`src/rtl/bdl_fetch_pkg.sv`:
```
// Shared definitions for the descriptor fetch engine: word offsets, control bits, FSM states.
// Latency: none (types and constants only).
// Backpressure: none.
package bdl_fetch_pkg;

  // Descriptor word offsets within a buffer descriptor
  localparam int unsigned WORD_CTRL = 1;
  localparam int unsigned WORD_ADDR = 2;

  // Control word bit positions
  localparam int unsigned BIT_V     = 15;
  localparam int unsigned BIT_C     = 14;
  localparam int unsigned HADDR_MSB = 5;

  // Value written back to word 0 to claim a descriptor
  localparam logic [15:0] FLAG_OWNED  = 16'hC000;
  // Byte distance from one list entry to the next
  localparam logic [21:0] NEXT_OFFSET = 22'd12;

  typedef enum logic [2:0] {
    S_IDLE = 3'd0,
    S_RD   = 3'd1,
    S_CHK  = 3'd2,
    S_FLAG = 3'd3,
    S_DONE = 3'd4
  } state_t;

  // Chain target: high bits from the control word, low bits from the address word, even byte
  function automatic logic [21:0] chain_target(input logic [5:0] haddr, input logic [14:0] laddr);
    return {haddr, laddr, 1'b0};
  endfunction

endpackage

```
`src/rtl/bdl_fetch_dma_timeout.sv`:
```
// DMA ack watchdog: loadable down-counter flagging the last allowed cycle of a request.
// Latency: expired asserts combinationally in the TMO-th cycle after load while en is high.
// Backpressure: none; counting pauses when en is low.
module dma_timeout #(
  parameter int unsigned TMO = 255
) (
  input  logic clk,
  input  logic reset,
  input  logic load,
  input  logic en,
  output logic expired
);

  localparam int unsigned CW = $clog2(TMO + 1);

  logic [CW-1:0] cnt;

  // Reload on every new request, count down one per cycle of outstanding request
  always_ff @(posedge clk) begin
    if (reset) begin
      cnt <= '0;
    end else if (load) begin
      cnt <= CW'(TMO);
    end else if (en && (cnt != '0)) begin
      cnt <= cnt - CW'(1);
    end
  end

  assign expired = en && (cnt == CW'(1));

endmodule

```
`src/rtl/bdl_fetch.sv`:
```
// Descriptor fetch engine: reads NUM descriptor words into the BDL file, follows chains, claims entry.
// Latency: 3 cycles per DMA word with 1-cycle ack, plus CHK/DONE cycles; done pulses once per start.
// Backpressure: each DMA request is held until dma_ack/dma_nxm or TMO expiry; start ignored while busy.
module bdl_fetch
  import bdl_fetch_pkg::*;
#(
  parameter int unsigned NUM       = 4,
  parameter int unsigned MAX_CHAIN = 8,
  parameter int unsigned TMO       = 255
) (
  input  logic                 clk,
  input  logic                 reset,
  input  logic                 start,
  input  logic [21:0]          desc_addr,
  output logic                 dma_req,
  output logic                 dma_wr,
  output logic [21:0]          dma_addr,
  output logic [15:0]          dma_wdata,
  input  logic                 dma_ack,
  input  logic [15:0]          dma_rdata,
  input  logic                 dma_nxm,
  output logic [NUM/2-1:0]     bdl_addr,
  output logic [15:0]          bdl_data,
  output logic                 bdl_we,
  output logic                 busy,
  output logic                 done,
  output logic                 valid,
  output logic                 err_nxm,
  output logic                 err_chain,
  output logic [21:0]          next_addr
);

  localparam int unsigned KW  = NUM / 2;
  localparam int unsigned CCW = $clog2(MAX_CHAIN + 1);

  state_t          state;
  logic [21:0]     cur;
  logic [KW-1:0]   k;
  logic [CCW-1:0]  chain_cnt;
  logic            d_v;
  logic            d_c;
  logic [5:0]      d_haddr;
  logic [14:0]     d_laddr;
  logic            tmr_load;
  logic            tmr_expired;
  logic            abort;

  // A request is about to be raised whenever a DMA state has none outstanding
  assign tmr_load = ((state == S_RD) || (state == S_FLAG)) && !dma_req;
  // NXM beats a simultaneous ack; timeout only counts when no ack arrived
  assign abort    = dma_req && (dma_nxm || (tmr_expired && !dma_ack));

  dma_timeout #(.TMO(TMO)) u_tmo (
    .clk     (clk),
    .reset   (reset),
    .load    (tmr_load),
    .en      (dma_req),
    .expired (tmr_expired)
  );

  // Fetch sequencer with registered DMA, BDL and status outputs
  always_ff @(posedge clk) begin
    if (reset) begin
      state     <= S_IDLE;
      cur       <= '0;
      k         <= '0;
      chain_cnt <= '0;
      d_v       <= 1'b0;
      d_c       <= 1'b0;
      d_haddr   <= '0;
      d_laddr   <= '0;
      dma_req   <= 1'b0;
      dma_wr    <= 1'b0;
      dma_addr  <= '0;
      dma_wdata <= '0;
      bdl_addr  <= '0;
      bdl_data  <= '0;
      bdl_we    <= 1'b0;
      busy      <= 1'b0;
      done      <= 1'b0;
      valid     <= 1'b0;
      err_nxm   <= 1'b0;
      err_chain <= 1'b0;
      next_addr <= '0;
    end else begin
      bdl_we <= 1'b0;
      done   <= 1'b0;
      case (state)
        S_IDLE: begin
          if (start) begin
            cur       <= {desc_addr[21:1], 1'b0};
            chain_cnt <= '0;
            valid     <= 1'b0;
            err_nxm   <= 1'b0;
            err_chain <= 1'b0;
            busy      <= 1'b1;
            k         <= '0;
            state     <= S_RD;
          end
        end
        S_RD: begin
          if (!dma_req) begin
            dma_req  <= 1'b1;
            dma_wr   <= 1'b0;
            dma_addr <= cur + 22'({k, 1'b0});
          end else if (abort) begin
            dma_req <= 1'b0;
            err_nxm <= 1'b1;
            done    <= 1'b1;
            state   <= S_DONE;
          end else if (dma_ack) begin
            dma_req  <= 1'b0;
            bdl_we   <= 1'b1;
            bdl_addr <= k;
            bdl_data <= dma_rdata;
            if (k == KW'(WORD_CTRL)) begin
              d_v     <= dma_rdata[BIT_V];
              d_c     <= dma_rdata[BIT_C];
              d_haddr <= dma_rdata[HADDR_MSB:0];
            end
            if (k == KW'(WORD_ADDR)) begin
              d_laddr <= dma_rdata[15:1];
            end
            if (k == KW'(NUM - 1)) begin
              state <= S_CHK;
            end else begin
              k <= k + KW'(1);
            end
          end
        end
        S_CHK: begin
          if (!d_v) begin
            done  <= 1'b1;
            state <= S_DONE;
          end else if (d_c) begin
            if (chain_cnt == CCW'(MAX_CHAIN)) begin
              err_chain <= 1'b1;
              done      <= 1'b1;
              state     <= S_DONE;
            end else begin
              cur       <= chain_target(d_haddr, d_laddr);
              chain_cnt <= chain_cnt + CCW'(1);
              k         <= '0;
              state     <= S_RD;
            end
          end else begin
            state <= S_FLAG;
          end
        end
        S_FLAG: begin
          if (!dma_req) begin
            dma_req   <= 1'b1;
            dma_wr    <= 1'b1;
            dma_addr  <= cur;
            dma_wdata <= FLAG_OWNED;
          end else if (abort) begin
            dma_req <= 1'b0;
            err_nxm <= 1'b1;
            done    <= 1'b1;
            state   <= S_DONE;
          end else if (dma_ack) begin
            dma_req   <= 1'b0;
            valid     <= 1'b1;
            next_addr <= cur + NEXT_OFFSET;
            done      <= 1'b1;
            state     <= S_DONE;
          end
        end
        S_DONE: begin
          busy  <= 1'b0;
          state <= S_IDLE;
        end
        default: state <= S_IDLE;
      endcase
    end
  end

endmodule

```
`config.mk`:
```
export PLATFORM = sky130hd
export DESIGN_NAME = bdl_fetch
export DESIGN_NICKNAME = d
export VERILOG_FILES = /design/src/rtl/bdl_fetch_pkg.sv /design/src/rtl/bdl_fetch_dma_timeout.sv /design/src/rtl/bdl_fetch.sv
export SDC_FILE = /design/constraint.sdc
export NUM_CORES = 1
export LEC_CHECK = 0
export ABC_AREA = 1
export BUFFER_PORTS_ARGS = -buffer_cell sky130_fd_sc_hd__buf_4
export CORE_ASPECT_RATIO = 0.8
export CORE_UTILIZATION = 50
export CTS_CLUSTER_SIZE = 24
export DETAILED_ROUTE_END_ITERATION = 12
export PLACE_DENSITY = 0.81
export SLEW_MARGIN = 40
export SYNTH_ARGS = -nofsm -noshare
export SYNTH_HDL_FRONTEND = slang
export SYNTH_SLANG_ARGS = --single-unit
```
`constraint.sdc`:
```
create_clock -name clk -period 1.7 [get_ports clk]
set_input_delay 0.34 -clock clk [delete_from_list [all_inputs] [get_ports clk]]
set_output_delay 0.34 -clock clk [all_outputs]
set_load 0.01 [all_outputs]
```
Word-level counts from Yosys, hierarchy flattened:

Cells that the tools add are included.

* $add $sub $neg: 5
* equality and inequality tests: 28
* mux-type cells: 65
* bitwise logic cells: 3
* reduce and logical (&&, ||, !) cells: 33

Operators with widths (count)
* 22-bit 2-to-1 mux: 6
* 22-bit case mux with 2 select lines: 2
* 3-bit 2-to-1 mux: 11
* 2-bit inequality test (second input constant): 14
* 5-bit AND reduction: 5
* 1-bit 2-to-1 mux: 23
* 22-bit by 3-bit adder with 22-bit output: 1
* 22-bit by 4-bit adder with 22-bit output (second input constant): 1
* 2-bit 2-to-1 mux: 8
* 4-bit 2-to-1 mux: 4
* 8-bit 2-to-1 mux: 2
* 3-bit case mux with 4 select lines: 1
* 4-bit AND reduction: 3
* 2-bit nonzero test: 6
* 1-bit case mux with 2 select lines: 5
* 9-bit AND reduction: 1
* 8-bit by 1-bit equality test with 1-bit output (second input constant): 1
* 4-bit case mux with 2 select lines: 1
* 8-bit nonzero test: 1
* 8-bit by 1-bit subtractor with 8-bit output (second input constant): 1
* 3-bit by 2-bit equality test with 1-bit output (second input constant): 2
* 3-bit inequality test (second input constant): 2
* 2-bit case mux with 3 select lines: 1
* 6-bit AND reduction: 1
* other kinds (20): 31

* bits in registers: 133
* input bits: 43
* output and inout port bits: 86
* word-level logic and storage cells: 156

Longest topological paths before layout:

* depth after elaboration: 8
* mapped depth: 12
* mapped depth without buffers: 12

Hierarchy:

A second synthesis with hierarchy kept.

* cells, all modules: 922
* area total of the unflattened synthesis: 6422.4 um^2

By module, submodules not included
* bdl_fetch: instances 1, cells each 833, area an instance 5829.3 um^2, seq. area each 2442.3 um^2
* dma_timeout: instances 1, cells each 89, area an instance 593.1 um^2, seq. area each 160.2 um^2

Worst setup path before layout:

No wires, ideal clock.

* kind: reg-to-reg
* start: register k[0]
* end: register dma_addr[15]
* library setup time: 0.114 ns
* arrival time: 1.719 ns
* required time: 1.586 ns
* setup slack: -0.133 ns
* stages on the path, launching flop included: 12
* clock period less this slack: 1.833 ns
* cells stage by stage: dfxtp_1 ha_1 inv_1 fa_1 inv_1 nand2_1 nor2_1 nand2_1 o21ai_0 nand2_1 o21bai_1 inv_1

* word-level cells in the longest chain between the ends: 3

Ends and longest elaborated chain
* from (decl): RTL line bdl_fetch.sv:38 `logic [KW-1:0] k;`
* from (signal assigned): RTL line bdl_fetch.sv:127 `k <= k + KW'(1);`
* 22-bit by 3-bit adder with 22-bit output: RTL line bdl_fetch.sv:105 `dma_addr <= cur + 22'({k, 1'b0});`
* 22-bit 2-to-1 mux: RTL line bdl_fetch.sv:102 `if (!dma_req) begin`
* 22-bit case mux with 2 select lines: RTL line bdl_fetch.sv:88 `case (state)`
* to (signal assigned): RTL line bdl_fetch.sv:105
* to (signal assigned): RTL line bdl_fetch.sv:154 `dma_addr <= cur;`
* to (decl): RTL line bdl_fetch.sv:17 `output logic [21:0] dma_addr,`

Every way passes these cells. The select of a mux whose other input is x is not followed.
A chain may end at the register's enable or synchronous reset.

Final worst setup path:

* start: register cur[1]
* end: register dma_addr[15]

* word-level cells in the longest chain between the ends: 3

Ends and longest elaborated chain
* from (decl): RTL line bdl_fetch.sv:37 `logic [21:0] cur;`
* from (signal assigned): RTL line bdl_fetch.sv:91 `cur <= {desc_addr[21:1], 1'b0};`
* from (signal assigned): RTL line bdl_fetch.sv:141 `cur <= chain_target(d_haddr, d_laddr);`
* 22-bit by 3-bit adder with 22-bit output: RTL line bdl_fetch.sv:105
* 22-bit 2-to-1 mux: RTL line bdl_fetch.sv:102
* 22-bit case mux with 2 select lines: RTL line bdl_fetch.sv:88

Every way passes these cells. The select of a mux whose other input is x is not followed.

==> flow_metrics.py <==
metrics = {
    "synth": {
        "synth.top_cell.area_share_pct": 42.3,
        "synth_compound_area_share_pct": 20.5,
        "synth_top_family_by_area": "compound AO/OA/AOI/OAI gates",
        "synth_ff_type": "dfxtp_1",
        "yosysUniqueCellTypes": 37,
        "synth-async-reset-ratio_pct": 0,
        "synthCells": 836,
        "yosys.area_share.adder_pct": 2.56,
        "syn_area_um2": 6160,
        "yosys_register_bits": 130,
        "synthTopCellsByArea": "dfxtp_1 (42%), a21oi_1 (9.5%), nand2_1 (8.7%)",
        "yosys.area_share.simple_pct": 19.4,
        "synth_edf_count": 0,
        "yosys.area.top_type": "dfxtp_1",
        "synth.area.mux_share_pct": 0,
        "synth_area_per_cell_um2": 7.37,
        "synth_xor_area_share_pct": 3.84,
        "ys_warn_count": 0,
        "ys_seq_area_share_pct": 42.3,
    },
    "worst_setup_path": {
        "cp_slowest_stage_delay_ns": 0.35,
        "r2r_start": "cur[1]",
        "cp.required_ns": 2.01,
        "ff2ff_path_depth": 11,
        "end_kind": "flop",
        "endpoint": "dma_addr[15]",
        "crit_slowest_cell": "dfxtp_2",
        "startpoint": "cur[1]",
        "r2r_slack_ns": -0.06,
        "critPathKind": "flop to flop",
        "startpoint_type": "flop",
        "critPathArrivalTime_ns": 2.07,
        "crit_chain": "ha_4, inv_2, fa_2, inv_2, nand2_2, nor2_4, nand2_2, o21ai_2, nand2_1, o21bai_1, inv_1",
        "rr_endpoint": "dma_addr[15]",
        "cp_max_fo": 3,
    },
    "drt": {
        "wl_per_cell_um": 15.2,
        "drtAntennaViolNets": 0,
        "drtIter0Drc": 458,
        "post-route-drc-count": 0,
        "drtPass1Iterations": 5,
        "totalWireLength_um": 17400,
        "vias": 6140,
        "drt-vias-per-instance": 5.37,
    },
    "placement": {
        "port-buffer-count": 111,
        "gp_congestion": 0.944,
        "place_hpwl_um": 12100,
        "place_ws_ns": -0.176,
    },
    "die": {
        "io-pin-count": 129,
        "start_util_pct": 52.5,
        "dieHeight_um": 101,
        "core_um2": 11700,
        "num_rows": 35,
        "die_area_um2": 12800,
        "die_width_um": 126,
    },
    "layout": {
        "diodes": 0,
        "final_common_cell": "buf_4",
        "layout_common_cells": "buf_4 (163), nand2_1 (134), dfxtp_1 (121), a21oi_1 (116), o21ai_0 (95)",
        "fillers": 961,
        "final_util_pct": 69.6,
        "nets": 1040,
        "layout-drive-gt1-share_pct": 27.1,
        "area_delta_synth_final_pct": 32.6,
    },
    "clock_network": {
        "cts-root-buf": "clkbuf_16",
        "cts_buffer_depth": 2,
        "clock_latency_ns": 0.41,
        "clk_pin_slew_ns": 0.06,
        "postCtsHoldBufs": 0,
        "cts_tree": "done",
        "htree_levels": 4,
        "cts_sinks": 130,
        "cts_buffers": 17,
    },
    "grt": {
        "grt_pass1_wl_um": 27400,
        "antenna_found_initial": 0,
        "grt_pass1_vias": 5599,
        "grt-ovfl-total": 0,
        "grt_max_degree": 87,
        "track_usage_pct": 27.3,
    },
    "sta": {
        "fin_skew_ns": 0.00581,
        "drv_slew": 0,
        "tns_ns": -0.148,
        "finalCriticalPeriod_ns": 1.76,
        "fin_ws_ns": -0.0633,
        "max_freq_mhz": 567,
        "rsz0062_at_grt": "true",
        "fin_crit_sh_pct": 104,
        "hold_viol_final": 0,
        "finalSetupViolCount": 6,
    },
    "worst_hold_path": {
        "holdPathStages": 3,
        "hold_class": "input port to flop",
    },
    "run_status": {
        "outcome": "finished with violations",
        "violations": "setup timing",
    },
    "power_and_ir_drop": {
        "ir_worst_vdd_mv": 0.900,
        "leakagePower_nw": 3.54,
        "p_per_area_nw_per_um2": 1500,
    },
    "flow_run": {
        "cap_viol_max_count": 0,
    },
}
-- worst min-delay path by stage --
stage	from	end
floorplan	d_haddr[0]	d_haddr[0]
global placement	d_laddr[13]	d_laddr[13]
detailed placement	d_laddr[13]	d_laddr[13]
CTS	dma_rdata[13]	bdl_data[13]
global route	dma_rdata[13]	bdl_data[13]
finish	dma_rdata[11]	bdl_data[11]
-- sequential cells by signal, summed over array words and instances, names as in the netlist, 3 cells and up --
register and flops:
bdl_data 16, next_addr 21, state 3, chain_cnt 4, d_haddr 6, cur 21, d_laddr 15, dma_addr 21
u_tmo.cnt 8
-- critical path: cells and delay by family, from the launching register on --
family	cells	cell delay, ns
adder cells (fa/ha/maj)	2	0.47
AND/OR/NAND/NOR	4	0.44
buffers and inverters	3	0.15
AO/OA/AOI/OAI	2	0.26
flip-flops	1	0.35
-- cells in the mapped netlist (all sizes together), types with 4 or more instances --
cell type	count
nor2	59
dfxtp	130
nand3	45
clkbuf	20
buf	38
nor3	12
nand4	7
ha	11
inv	94
a211oi	4
o21ai	108
a21oi	118
xor2	22
xnor2	5
o21bai	5
nand2	147
-- kinds of logic after synthesis --
| family | after synthesis |
|---|---|
| buf+inv | 152 |
| fa+ha+maj | 12 |
| xor+xnor | 27 |
| other cells | 1 |
| compound gates | 242 |
| simple gates | 272 |
| flops | 130 |
-- what timing repair did --
| action | 4_1_cts | 5_1_grt |
|---|---|---|
| cloned | 0 | 1 |
| setup buffers | 2 | 7 |
| setup endpoints to repair | 20 | 82 |
| pin swaps | 5 | 16 |
| resized for setup | 14 | 47 |
-- layer usage --
metal | wire, um | track usage, % | vias up
li1 | - | - | 3012
met1 | 8020 | 37.0 | 2854
met2 | 7560 | 42.3 | 243
met3 | 1400 | 6.87 | 31
met4 | 372 | 10.1 | 0
met5 | 0 | 0 | -
-- area by class of cell --
class	count	area (um^2)	area share, %
multi-input cells	569	3040	37.3
inverters	94	358	4.38
flip-flops and latches	130	2620	32.0
clock buffers	25	505	6.19
well taps	148	185	2.27
clock inverters	4	48.8	0.598
repair buffers	173	1410	17.3
-- power by group --
group	internal (mW)	switching (mW)
sequential	3.68	0.548
combinational	1.89	2.65
clock	2.18	1.29
total	7.75	4.49
-- through the flow --
step / std cells / hold slack, ns / area (um^2) / power (mW)
after detailed placement: 1104 / 0.438 / 7390 / 8.45
after global placement: 1104 / 0.434 / 7390 / 8.35
after floorplan: 851 / 0.425 / 6230 / 6.90
after global routing: 1143 / 0.222 / 8170 / 12.9
after CTS: 1135 / 0.207 / 7990 / 12.0
final: 1143 / 0.220 / 8170 / 12.2
Power figures use the tool's default switching activity.
